### src/rtl/serial_ripple_borrow_subtractor_if.sv
// Operand/result handshake bundle for the bit-serial subtractor.
// The slave side is the subtractor; the master side feeds and drains it.
interface serial_ripple_borrow_subtractor_if #(
    parameter int N = 4
);
    logic         in_valid;
    logic         in_ready;
    logic [N-1:0] a;
    logic [N-1:0] b;
    logic         bin;
    logic         out_valid;
    logic         out_ready;
    logic [N-1:0] diff;
    logic         bout;
    logic         ovf;

    modport master (
        output in_valid, a, b, bin, out_ready,
        input  in_ready, out_valid, diff, bout, ovf
    );

    modport slave (
        input  in_valid, a, b, bin, out_ready,
        output in_ready, out_valid, diff, bout, ovf
    );
endinterface

### src/rtl/serial_ripple_borrow_subtractor.sv
// Bit-serial a - b - bin, LSB first through one borrow flop.
// Result, borrow-out and signed overflow are registered on the last bit.
module serial_ripple_borrow_subtractor #(
    parameter int N = 4
) (
    input  logic clk,
    input  logic rst,
    serial_ripple_borrow_subtractor_if.slave bus,
    output logic busy
);
    localparam int CW = (N > 2) ? $clog2(N) : 1;

    typedef enum logic [1:0] {
        IDLE,
        RUN,
        DONE
    } state_t;

    state_t        state;
    state_t        state_nxt;
    logic [N-1:0]  sa;
    logic [N-1:0]  sb;
    logic [N-1:0]  res;
    logic [CW-1:0] cnt;
    logic          br;
    logic [N-1:0]  diff_q;
    logic          bout_q;
    logic          ovf_q;

    logic          d;
    logic          br_nxt;
    logic          last;
    logic [N-1:0]  res_nxt;

    assign d       = sa[0] ^ sb[0] ^ br;
    assign br_nxt  = (~sa[0] & sb[0]) | (~(sa[0] ^ sb[0]) & br);
    assign last    = (cnt == CW'(N - 1));
    assign res_nxt = {d, res[N-1:1]};

    always_comb begin
        state_nxt = state;
        unique case (state)
            IDLE: if (bus.in_valid) state_nxt = RUN;
            RUN:  if (last) state_nxt = DONE;
            DONE: if (bus.out_ready) state_nxt = IDLE;
            default: state_nxt = IDLE;
        endcase
    end

    always_ff @(posedge clk) begin
        if (rst) begin
            state <= IDLE;
        end else begin
            state <= state_nxt;
        end
    end

    always_ff @(posedge clk) begin
        if (rst) begin
            sa     <= '0;
            sb     <= '0;
            res    <= '0;
            cnt    <= '0;
            br     <= 1'b0;
            diff_q <= '0;
            bout_q <= 1'b0;
            ovf_q  <= 1'b0;
        end else begin
            unique case (state)
                IDLE: begin
                    if (bus.in_valid) begin
                        sa  <= bus.a;
                        sb  <= bus.b;
                        br  <= bus.bin;
                        cnt <= '0;
                    end
                end
                RUN: begin
                    sa  <= sa >> 1;
                    sb  <= sb >> 1;
                    br  <= br_nxt;
                    res <= res_nxt;
                    cnt <= cnt + CW'(1);
                    // On the MSB, br is the borrow in and br_nxt the borrow out.
                    if (last) begin
                        diff_q <= res_nxt;
                        bout_q <= br_nxt;
                        ovf_q  <= br ^ br_nxt;
                    end
                end
                default: begin
                end
            endcase
        end
    end

    assign bus.in_ready  = (state == IDLE);
    assign bus.out_valid = (state == DONE);
    assign bus.diff      = diff_q;
    assign bus.bout      = bout_q;
    assign bus.ovf       = ovf_q;
    assign busy          = (state == RUN);
endmodule

### src/flat_wrapper.sv
// flat-port wrapper written by rule: the top's interface ports become plain ports
module serial_ripple_borrow_subtractor_flat 
#(
    parameter int N = 4
)
  (clk, rst, busy, bus_in_valid, bus_a, bus_b, bus_bin, bus_out_ready, bus_in_ready, bus_out_valid, bus_diff, bus_bout, bus_ovf);
  serial_ripple_borrow_subtractor_if #(.N(N)) bus_i ();
  input  logic clk;
  input  logic rst;
  output logic busy;
  input wire logic [$bits(bus_i.in_valid)-1:0] bus_in_valid;
  input wire logic [$bits(bus_i.a)-1:0] bus_a;
  input wire logic [$bits(bus_i.b)-1:0] bus_b;
  input wire logic [$bits(bus_i.bin)-1:0] bus_bin;
  input wire logic [$bits(bus_i.out_ready)-1:0] bus_out_ready;
  output wire logic [$bits(bus_i.in_ready)-1:0] bus_in_ready;
  output wire logic [$bits(bus_i.out_valid)-1:0] bus_out_valid;
  output wire logic [$bits(bus_i.diff)-1:0] bus_diff;
  output wire logic [$bits(bus_i.bout)-1:0] bus_bout;
  output wire logic [$bits(bus_i.ovf)-1:0] bus_ovf;
  assign bus_i.in_valid = bus_in_valid;
  assign bus_i.a = bus_a;
  assign bus_i.b = bus_b;
  assign bus_i.bin = bus_bin;
  assign bus_i.out_ready = bus_out_ready;
  assign bus_in_ready = bus_i.in_ready;
  assign bus_out_valid = bus_i.out_valid;
  assign bus_diff = bus_i.diff;
  assign bus_bout = bus_i.bout;
  assign bus_ovf = bus_i.ovf;
  serial_ripple_borrow_subtractor #(.N(N)) u_core (.clk(clk), .rst(rst), .bus(bus_i), .busy(busy));
endmodule
### config.mk
export PLATFORM = sky130hd
export DESIGN_NAME = serial_ripple_borrow_subtractor_flat
export DESIGN_NICKNAME = d
export VERILOG_FILES = /design/src/rtl/serial_ripple_borrow_subtractor_if.sv /design/src/rtl/serial_ripple_borrow_subtractor.sv /design/src/flat_wrapper.sv
export SDC_FILE = /design/constraint.sdc
export NUM_CORES = 1
export LEC_CHECK = 0
export BUFFER_PORTS_ARGS = -buffer_cell sky130_fd_sc_hd__buf_4
export CAP_MARGIN = 20
export CORE_ASPECT_RATIO = 0.9
export CORE_MARGIN = 4
export CORE_UTILIZATION = 35
export CTS_BUF_LIST = sky130_fd_sc_hd__clkbuf_8
export DETAILED_ROUTE_END_ITERATION = 10
export PLACE_DENSITY = 0.62
export SYNTH_ARGS = -nofsm -noshare
export SYNTH_HDL_FRONTEND = slang
export SYNTH_SLANG_ARGS = --single-unit
### constraint.sdc
create_clock -name clk -period 1.3 [get_ports clk]
set_input_delay 0.13 -clock clk [delete_from_list [all_inputs] [get_ports clk]]
set_output_delay 0.13 -clock clk [all_outputs]
set_load 0.02 [all_outputs]
Word-level counts from Yosys, hierarchy flattened. Index checks and enable logic that the tools add are counted.

Register bits after elaboration: 23.

Reduce and logical (&&, ||, !) cells: 5. $add $sub $neg: 1. Bitwise logic cells: 8. Equality and inequality tests: 6. Multiplexer cells: 12.

Operator list (count): $pmux W4 S2 (2); $mux W2 (4); $mux W4 (2); $pmux W2 S3 (1); $eq A2 B2 Y1 const B (2); $ne A2 B2 Y1 const B (2); $pmux W2 S2 (1); $reduce_and A2 Y1 (2); $reduce_and A3 Y1 (1); $xor A1 B1 Y1 (3); $add A2 B1 Y2 const B (1); $and A1 B1 Y1 (2); $eq A2 B1 Y1 const B (1); $logic_not A2 Y1 (1); $ne A2 B1 Y1 const B (1); $not A1 Y1 (2); $pmux W1 S2 (1); $reduce_bool A2 Y1 (1); $mux W1 (1); $or A1 B1 Y1 (1).

Logic depth before layout (Yosys ltp). Gate-level depths: netlist of run 1.

Depth in word-level cells: 5. Mapped depth: 5.

Worst setup path before layout of run 1. OpenSTA, ideal clock, no wires.

Kind: register to register. From: reg u_core.sb[0]. To: reg u_core.br. Required time: 1.221 ns. Slack: 0.070 ns. Stages on the path, launching flop included: 6. Library setup time: 0.079 ns. Period minus slack after synthesis: 1.230 ns. Arrival: 1.151 ns. Cells stage by stage: dfxtp_1 inv_1 fa_1 inv_1 mux2i_1 a211oi_2.

Word-level cells in the longest chain between the ends: 5. Elaborated cells between the ends (all ways): 6.

RTL lines: start, declared (line serial_ripple_borrow_subtractor.sv:22) `logic [N-1:0] sb;`; start signal, assigned (line serial_ripple_borrow_subtractor.sv:73) `sb <= bus.b;`; start signal, assigned (line serial_ripple_borrow_subtractor.sv:80) `sb <= sb >> 1;`; $xor A1 B1 Y1 (line serial_ripple_borrow_subtractor.sv:36) `assign br_nxt = (~sa[0] & sb[0]) | (~(sa[0] ^ sb[0]) & br);`; $not A1 Y1 (line serial_ripple_borrow_subtractor.sv:36); $and A1 B1 Y1 (line serial_ripple_borrow_subtractor.sv:36); $or A1 B1 Y1 (*) (line serial_ripple_borrow_subtractor.sv:36); $pmux W1 S2 (*) (line serial_ripple_borrow_subtractor.sv:69) `unique case (state)`; end signal, assigned (line serial_ripple_borrow_subtractor.sv:74) `br <= bus.bin;`; end signal, assigned (line serial_ripple_borrow_subtractor.sv:81) `br <= br_nxt;`; end, declared (line serial_ripple_borrow_subtractor.sv:25) `logic br;`.

Mark *: on every way between the ends. The rest lies on a longest branch, timed or not. A chain may end at the register's enable or synchronous reset.

Final worst setup path of run 1.
From: reg u_core.cnt[0]. To: reg u_core.bout_q (netlist: u_core.bus.bout).

Word-level cells in the longest chain between the ends: 2.

RTL lines: start, declared (line serial_ripple_borrow_subtractor.sv:24) `logic [CW-1:0] cnt;`; start signal, assigned (line serial_ripple_borrow_subtractor.sv:83) `cnt <= cnt + CW'(1);`; $eq A2 B2 Y1 (line serial_ripple_borrow_subtractor.sv:37) `assign last = (cnt == CW'(N - 1));`; $reduce_and A2 Y1 (no source line); end signal, assigned (line serial_ripple_borrow_subtractor.sv:87) `bout_q <= br_nxt;`; end, declared (line serial_ripple_borrow_subtractor.sv:27) `logic bout_q;`.

No other way between the ends.

==> results of run 1 <==
## layout by cell type (no fill, tap or decap)
cell and count:
a21oi_1 8, mux2i_1 10, and3b_1 1, nor4b_1 1, nor2b_1 2, nand2_1 11
nand2b_1 1, dfxtp_2 1, o21ai_0 3, ha_1 1, nor3_1 1, fa_2 1
nor4_2 1, nor3b_1 1, xnor2_1 1, inv_1 4, a211oi_2 8, buf_4 29
clkbuf_8 3, dfxtp_4 1, o21ba_4 1, dfxtp_1 20, nand4bb_1 2, nand3b_1 1
nor2_1 14, a21oi_2 1
## cell families after synthesis
family / count (synthesis) / share of synthesized area [%]
adders and majority gates: 2 / 3.18
xor gates and xnor gates: 1 / 0.856
DFF: 22 / 43.0
muxes: 10 / 9.78
AOI/OAI and AO/OA: 21 / 17.2
buffers and inverters: 12 / 7.82
and+or+nand+nor: 36 / 18.1
## final timing paths
path / startpoint / endpoint
min reg2reg: u_core.bus.diff[1] / u_core.bus.diff[1]
max reg2reg: u_core.cnt[0] / u_core.bus.bout
min: bus_out_ready / u_core.state[1]
max: u_core.cnt[0] / u_core.bus.bout
## through the flow
step                      instance area, um2  setup slack (ps)  power, mW  hold WS, ps
after floorplan                         1020              69.6      0.909          195
after global placement                  1220              46.7      0.969          408
after detailed placement                1220              14.1      0.974          411
after CTS                               1260              56.6       1.39          127
after global routing                    1280              1.07       1.44          129
final                                   1280              81.7       1.38          130
## area by class of cell
class                           instances  area share [%]
Sequential cell                        22            34.8
Timing Repair Buffer                   29            17.0
Multi-Input combinational cell         70            39.8
Clock buffer                            3            3.23
Tap cell                               40            3.91
Inverter                                4            1.17
## state kept, by name, indices dropped and copies added (netlist names)
| signal | flops |
|---|---|
| u_core.res | 3 |
| u_core.sb | 4 |
| u_core.bus.diff | 4 |
| u_core.bus.ovf | 1 |
| u_core.br | 1 |
| u_core.sa | 4 |
| u_core.cnt | 2 |
| u_core.bus.bout | 1 |
| u_core.state | 2 |
## what timing repair did
item	in CTS	in global routing
pin swaps	0	1
setup endpoints to repair	2	4
setup buffers	0	1
resized for setup	3	2
## power groups by stage
stage,Sequential [mW],Combinational (mW),Clock (mW)
2_1_floorplan,0.742,0.167,0
3_3_place_gp,0.746,0.222,0
3_5_place_dp,0.748,0.226,0
4_1_cts,0.733,0.230,0.428
5_1_grt,0.736,0.258,0.444
6_report,0.732,0.235,0.410
## worst reg2reg max path, delay by kind of cell, from the launching register on
kind,cells,cell delay [ps]
compound gates,1,190
fa+ha+maj,1,170
flops,1,370
simple gates,2,410
## metal layers
metal / up-vias / global-route usage, % / part of all wire, %
met2: 12 / 18.4 / 49
met1: 373 / 12.3 / 46
li1: 402 / - / -
met5: - / 0 / 0
met3: 4 / 2.09 / 3.5
met4: 0 / 5.42 / 2.0
==> metrics.csv, run 1 <==
metric,value,unit
synth.avg_cell_area,9.84,um2
synth_edf_count,0,
wire_per_inst,11.3,um
fin_util,46.2,%
core.rowCount,18,
drcViolationCount,0,
post-route-min-period,1220,ps
end_kind,flop,
ys_top_cells_by_area,"dfxtp_1 (43%), a211oi_2 (9.8%), mux2i_1 (9.8%)",
insertion_delay,260,ps
status,finished clean,
crit_path_top_delay_cell,dfxtp_1,
finalSetupViolations,0,
cts_tree,done,
cts.sink_count,22,
max-slew-margin-rel,74.3,%
dr.pass1.iters,3,
synth_top_area_share,43.0,%
seq_power_share,53.2,%
htree_levels,1,
yosys.area.top_type,dfxtp_1,
grt_overflow,0,
drt-initial-drc-count,7,
fmax,821,MHz
r2r.worst_path.cells,4,
crit_path_cell_trace,ha_1 > and3b_1 > nor2_1 > a211oi_2,
pwr-share-clk,29.8,%
clkTransAtPathRegs,70,ps
antenna_cells,0,
internal_power,1.04,mW
fin_setup_tns,0,ps
critPathMaxFanout,7,
worst_pin_slew,381,ps
synthCells,104,
cts_buffers,3,
worstSetupPathType,flop to flop,
peakVddDrop,0.734,mV
cts.path.max_buffers,2,
ys_types,25,
die_w,65,um
layout.cells.non_filler,168,
synthTopCellsByCount,"dfxtp_1 (22), nor2_1 (14), nand2_1 (11)",
ctsHoldBuffers,0,
place_congestion,0.720,
synth_nets,119,
power.switching,337,uW
hold-path-cell-count,3,
min_path_type,input port to flop,
seq_area,445,um2
hold_viol,0,
via_count,791,
ys_seq_area_share,43.0,%
cp_slowest_stage_delay,370,ps
p_leak,0.516,nW
arrival,1400,ps
cp_num_cells,4,
globalRouteTotalUtil,10.5,%
netSwitchingFraction,24.5,%
slew_violations,0,
reg2reg_slack,80,ps
grt_max_degree,23,
multi_input_comb_area,509,um2
viasPerCell,4.71,
start_kind,flop,
yosysWarnings,0,
fin_crit_sh,93.7,%
dp.final_hpwl,1390,um
port_buffers,21,
antenna_found_initial,0,
synth_seq_cells,22,
async_flop_share,0,%
die-area,3850,um2
p_per_area,1080,nW/um2
p_comb_share,17.1,%
cp_top_family,simple AND/OR/NAND/NOR gates,
syn_area,1020,um2
dpl.cell_count,164,
syn_to_final_growth,24.9,%
cap_violations,0,
rsz0062_at_grt,no,
drtAntennaViolNets,0,
die_y,59.3,um
cp.required,1480,ps
fillCellCount,279,
ys.flop_type,dfxtp_1,
root_buffer,clkbuf_8,
drt_wl_total,1900,um
start_util,36.9,%
grt_pass1_wl,3130,um
first_global_vias,760,
io-pin-count,22,
finish.net_count,145,
worst-path-buf-inv,0,
core,2770,um2
synth_most_common_cell,dfxtp_1,
finClkSkew,3.57,ps
drive_above_1_share,35.9,%
Note: power is estimated with default switching activity, not from simulation.
==> run 2: changes to the inputs <==
--- a/config.mk
+++ b/config.mk
@@ -9,10 +9,12 @@
 export CAP_MARGIN = 20
 export CORE_ASPECT_RATIO = 0.9
 export CORE_MARGIN = 4
-export CORE_UTILIZATION = 35
+export CORE_UTILIZATION = 30
 export CTS_BUF_LIST = sky130_fd_sc_hd__clkbuf_8
 export DETAILED_ROUTE_END_ITERATION = 10
-export PLACE_DENSITY = 0.62
+export MAX_ROUTING_LAYER = met4
+export PLACE_DENSITY = 0.56
+export SETUP_SLACK_MARGIN = 0.5
 export SYNTH_ARGS = -nofsm -noshare
 export SYNTH_HDL_FRONTEND = slang
 export SYNTH_SLANG_ARGS = --single-unit
==> metrics.csv, run 2 (synthesis gave the netlist of run 1 again) <==
metric,value,unit
rsz0062_at_grt,yes,
finClkSkew,3.44,ps
grt_max_degree,23,
crit_path_cell_trace,inv_2 > fa_2 > xnor2_2 > nand2_1 > a21oi_2,
r2r.worst_path.cells,5,
start_util,32.4,%
grt_overflow,0,
layout_commonest_cell,buf_4,
final_cell_mix,"buf_4 (24), buf_6 (17), nand2_1 (11)",
reg2reg_slack,110,ps
ctsHoldBuffers,0,
cp_slowest_stage_delay,430,ps
min_from,bus_out_ready,
dr.pass1.iters,4,
antenna_found_initial,0,
grt_pass1_wl,3970,um
cts_buffers,3,
antenna_cells,0,
fin_crit_sh,91.9,%
arrival,1340,ps
globalRouteTotalUtil,11.4,%
cts.sink_count,22,
wire_per_inst,13.0,um
slew_violations,0,
fin_util,51.7,%
status,finished clean,
finalPower,1.59,mW
min_path_type,input port to flop,
finalSetupViolations,0,
fin_setup_tns,0,ps
fillCellCount,313,
port_buffers,21,
worst_slack,105,ps
peakVddDrop,0.675,mV
hold_viol,0,
core,3160,um2
finish.net_count,160,
cp.required,1450,ps
final_area,1640,um2
drcViolationCount,0,
htree_levels,1,
root_buffer,clkbuf_8,
worstSetupPathType,flop to flop,
insertion_delay,260,ps
clkTransAtPathRegs,80,ps
r2r-start,u_core.sb[0],
post-route-min-period,1190,ps
via_count,854,
end_kind,flop,
fmax,837,MHz
cts_tree,done,
critPathMaxFanout,3,
p_per_area,971,nW/um2
die_w,69.6,um
die-area,4410,um2
crit_path_top_delay_cell,fa_2,
drtAntennaViolNets,0,
syn_to_final_growth,59.8,%
rr_endpoint,u_core.bus.ovf,
start_kind,flop,
p_leak,0.646,nW
die_y,63.4,um
crit_end,u_core.bus.ovf,
core.rowCount,19,
dp.final_hpwl,1470,um
drt_wl_total,2410,um
preCtsSetupSlack,100,ps
cts.path.max_buffers,2,
viasPerCell,4.59,
startpoint,u_core.sb[0],
place_area,1270,um2
drive_above_1_share,65.3,%
place_congestion,0.730,
first_global_vias,835,
io-pin-count,22,
drt-initial-drc-count,56,
cap_violations,0,
worst_pin_slew,290,ps
max-slew-margin-rel,80.6,%
[run 2: what timing repair did]
action,CTS,global route
cloned,1,0
pin swaps,14,9
gates resized for setup,38,11
endpoints found under the setup margin,31,31
buffers inserted,12,6
[run 2: how the worst min path moves through the flow]
stage | endpoint | slack, ps | cells after the start
floorplan | u_core.sb[2] | 190 | 1
global placement | u_core.state[1] | 390 | 3
detailed placement | u_core.state[1] | 390 | 3
CTS | u_core.state[1] | 110 | 3
global route | u_core.state[1] | 120 | 3
finish | u_core.state[1] | 120 | 3
[run 2: per-layer routing]
| metal | GRT usage (%) | up-vias | part of all wire [%] |
|---|---|---|---|
| met3 | 4.29 | 2 | 5.2 |
| met2 | 17.1 | 16 | 49 |
| met4 | 1.46 | 0 | 0.25 |
| li1 | - | 436 | - |
| met1 | 15.0 | 400 | 46 |
| met5 | - | - | 0 |
[run 2: area by class of cell]
cell class	instances	area [um2]	share of cell area, %
clock buffers	4	55.1	3.37
repair buffers	43	402	24.6
inverters	4	15.0	0.918
flip-flops and latches	22	463	28.3
multi-input cells	71	648	39.6
well taps	42	52.6	3.21
[run 2: worst max-delay path, delay by kind of cell, from the launching register on]
family / cells / cell delay [ps]
AO/OA/AOI/OAI: 1 / 50
adder cells (fa/ha/maj): 1 / 430
flip-flops: 1 / 350
AND/OR/NAND/NOR: 1 / 70
XOR/XNOR: 1 / 150
buffers and inverters: 1 / 40
[run 2: metrics by stage]
stage	hold WS, ps	cells
after floorplan	195	104
after global placement	394	163
after detailed placement	394	163
after CTS	111	180
after global routing	118	186
final	118	186
[run 2: power by group]
| part | total (mW) | internal (mW) | switching (mW) | leakage (nW) |
|---|---|---|---|---|
| clock network | 0.494 | 0.270 | 0.224 | 0.0288 |
| registers | 0.743 | 0.709 | 0.0337 | 0.186 |
| logic | 0.352 | 0.201 | 0.151 | 0.431 |
| total | 1.59 | 1.18 | 0.409 | 0.646 |
==> run 3: changes to the inputs <==
--- a/config.mk
+++ b/config.mk
@@ -13,7 +13,7 @@
 export CTS_BUF_LIST = sky130_fd_sc_hd__clkbuf_8
 export DETAILED_ROUTE_END_ITERATION = 10
 export MAX_ROUTING_LAYER = met4
-export PLACE_DENSITY = 0.56
+export PLACE_DENSITY = 0.54
 export SETUP_SLACK_MARGIN = 0.5
 export SYNTH_ARGS = -nofsm -noshare
 export SYNTH_HDL_FRONTEND = slang
==> constraint.sdc (replaced) <==
create_clock -name clk -period 1.1 [get_ports clk]
set_input_delay 0.11 -clock clk [delete_from_list [all_inputs] [get_ports clk]]
set_output_delay 0.11 -clock clk [all_outputs]
set_load 0.02 [all_outputs]
==> metrics.csv, run 3 (synthesis gave the netlist of run 1 again) <==
metric,value,unit
status,"finished, violations left",
violations,setup timing,
clkTransAtPathRegs,90,ps
first_global_vias,825,
cp_slowest_stage_delay,400,ps
finClkSkew,11.7,ps
via_count,889,
r2r-start,u_core.state[0],
p_per_area,1120,nW/um2
grt_max_degree,23,
place_congestion,0.737,
start_kind,flop,
die_y,63.4,um
fin_setup_tns,-709,ps
cts_buffers,3,
p_leak,0.685,nW
root_buffer,clkbuf_8,
grt_overflow,0,
worstSetupPathType,flop to flop,
globalRouteTotalUtil,11.5,%
final_cell_mix,"buf_4 (27), buf_6 (20), dfxtp_2 (10), dfxtp_1 (10), nand2_1 (9)",
arrival,1380,ps
final_area,1710,um2
syn_to_final_growth,66.9,%
reg2reg_slack,-80,ps
htree_levels,1,
crit_path_cell_trace,buf_12 > o21ba_4 > buf_4 > nor2_4 > a211oi_2,
finalPower,1.91,mW
layout.cells.non_filler,192,
critPathMaxFanout,7,
viasPerCell,4.63,
drcViolationCount,0,
worst_slack,-84.7,ps
max-slew-margin-rel,80.0,%
cts.sink_count,22,
cap_violations,0,
startpoint,u_core.state[0],
core.rowCount,19,
fillCellCount,295,
drive_above_1_share,66.7,%
dp.final_hpwl,1500,um
start_util,32.4,%
slew_violations,0,
preCtsSetupSlack,-81.4,ps
port_buffers,21,
peakVddDrop,0.886,mV
antenna_found_initial,0,
post-route-min-period,1180,ps
cts.path.max_buffers,2,
min_path_type,input port to flop,
cp.required,1290,ps
end_kind,flop,
fin_crit_sh,108,%
io-pin-count,22,
grt_pass1_wl,3940,um
finish.net_count,166,
cts_tree,done,
ctsHoldBuffers,0,
insertion_delay,260,ps
rsz0062_at_grt,yes,
fmax,844,MHz
worst_pin_slew,300,ps
r2r.worst_path.cells,5,
dpl.cell_count,171,
die-area,4410,um2
die_w,69.6,um
drt_wl_total,2490,um
core,3160,um2
wire_per_inst,13.0,um
drtAntennaViolNets,0,
crit_end,u_core.sb[0],
antenna_cells,0,
finalSetupViolations,13,
drt-initial-drc-count,22,
rr_endpoint,u_core.sb[0],
crit_path_top_delay_cell,dfxtp_4,
hold_viol,0,
dr.pass1.iters,4,
place_area,1330,um2
layout_commonest_cell,buf_4,
==> run 3: cell types whose count changed in the layout (fill, tap and decap cells not counted), sizes merged <==
cell  previous run  this run
buf             43        49
==> run 3: metal layers <==
metal | global-route usage (%) | vias up | wire [um]
met5 | - | - | 0
met2 | 17.9 | 16 | 1180
met1 | 14.6 | 419 | 1210
met3 | 3.82 | 2 | 98
met4 | 2.20 | 0 | 9
li1 | - | 452 | -
==> run 3: how the worst min path moves through the flow <==
stage,startpoint,endpoint,slack (ps),cells past startpoint
2_1_floorplan,rst,u_core.sb[2],170,1
3_3_place_gp,bus_out_ready,u_core.state[1],370,3
3_5_place_dp,bus_out_ready,u_core.state[1],390,3
4_1_cts,bus_out_ready,u_core.state[1],100,3
5_1_grt,bus_out_ready,u_core.state[1],110,3
6_report,bus_out_ready,u_core.state[1],100,3
==> run 3: cell type report <==
type                            count  area [um2]  area share, %
Inverter                            4        15.0          0.879
Timing Repair Buffer               49         463           27.1
Multi-Input combinational cell     71         662           38.8
Tap cell                           42        52.6           3.08
Sequential cell                    22         460           27.0
Clock buffer                        4        55.1           3.22
==> run 3: through the flow <==
stage          util, %  hold slack, ps
2_1_floorplan        -             175
3_3_place_gp      42.1             375
3_5_place_dp      42.1             387
4_1_cts           49.4             104
5_1_grt           54.0             110
6_report          54.0             104
==> run 3: where the power goes <==
part / internal [mW] / leakage (nW) / switching [mW]
combinational: 0.253 / 0.470 / 0.180
sequential: 0.839 / 0.186 / 0.0465
clock: 0.319 / 0.0288 / 0.269
total: 1.41 / 0.685 / 0.495
==> run 3: critical path, delay by kind of cell, from the launching register on <==
kind / cells / cell delay, ps
flops: 1 / 400
compound gates: 2 / 390
buf+inv: 2 / 280
simple gates: 1 / 30
==> run 3: repair_timing <==
item                                    in CTS  in global routing
endpoints found under the setup margin      31                 31
resized for setup                           33                 18
buffers inserted                             7                  9
gates cloned                                 1                  0
pin swaps                                   11                  8
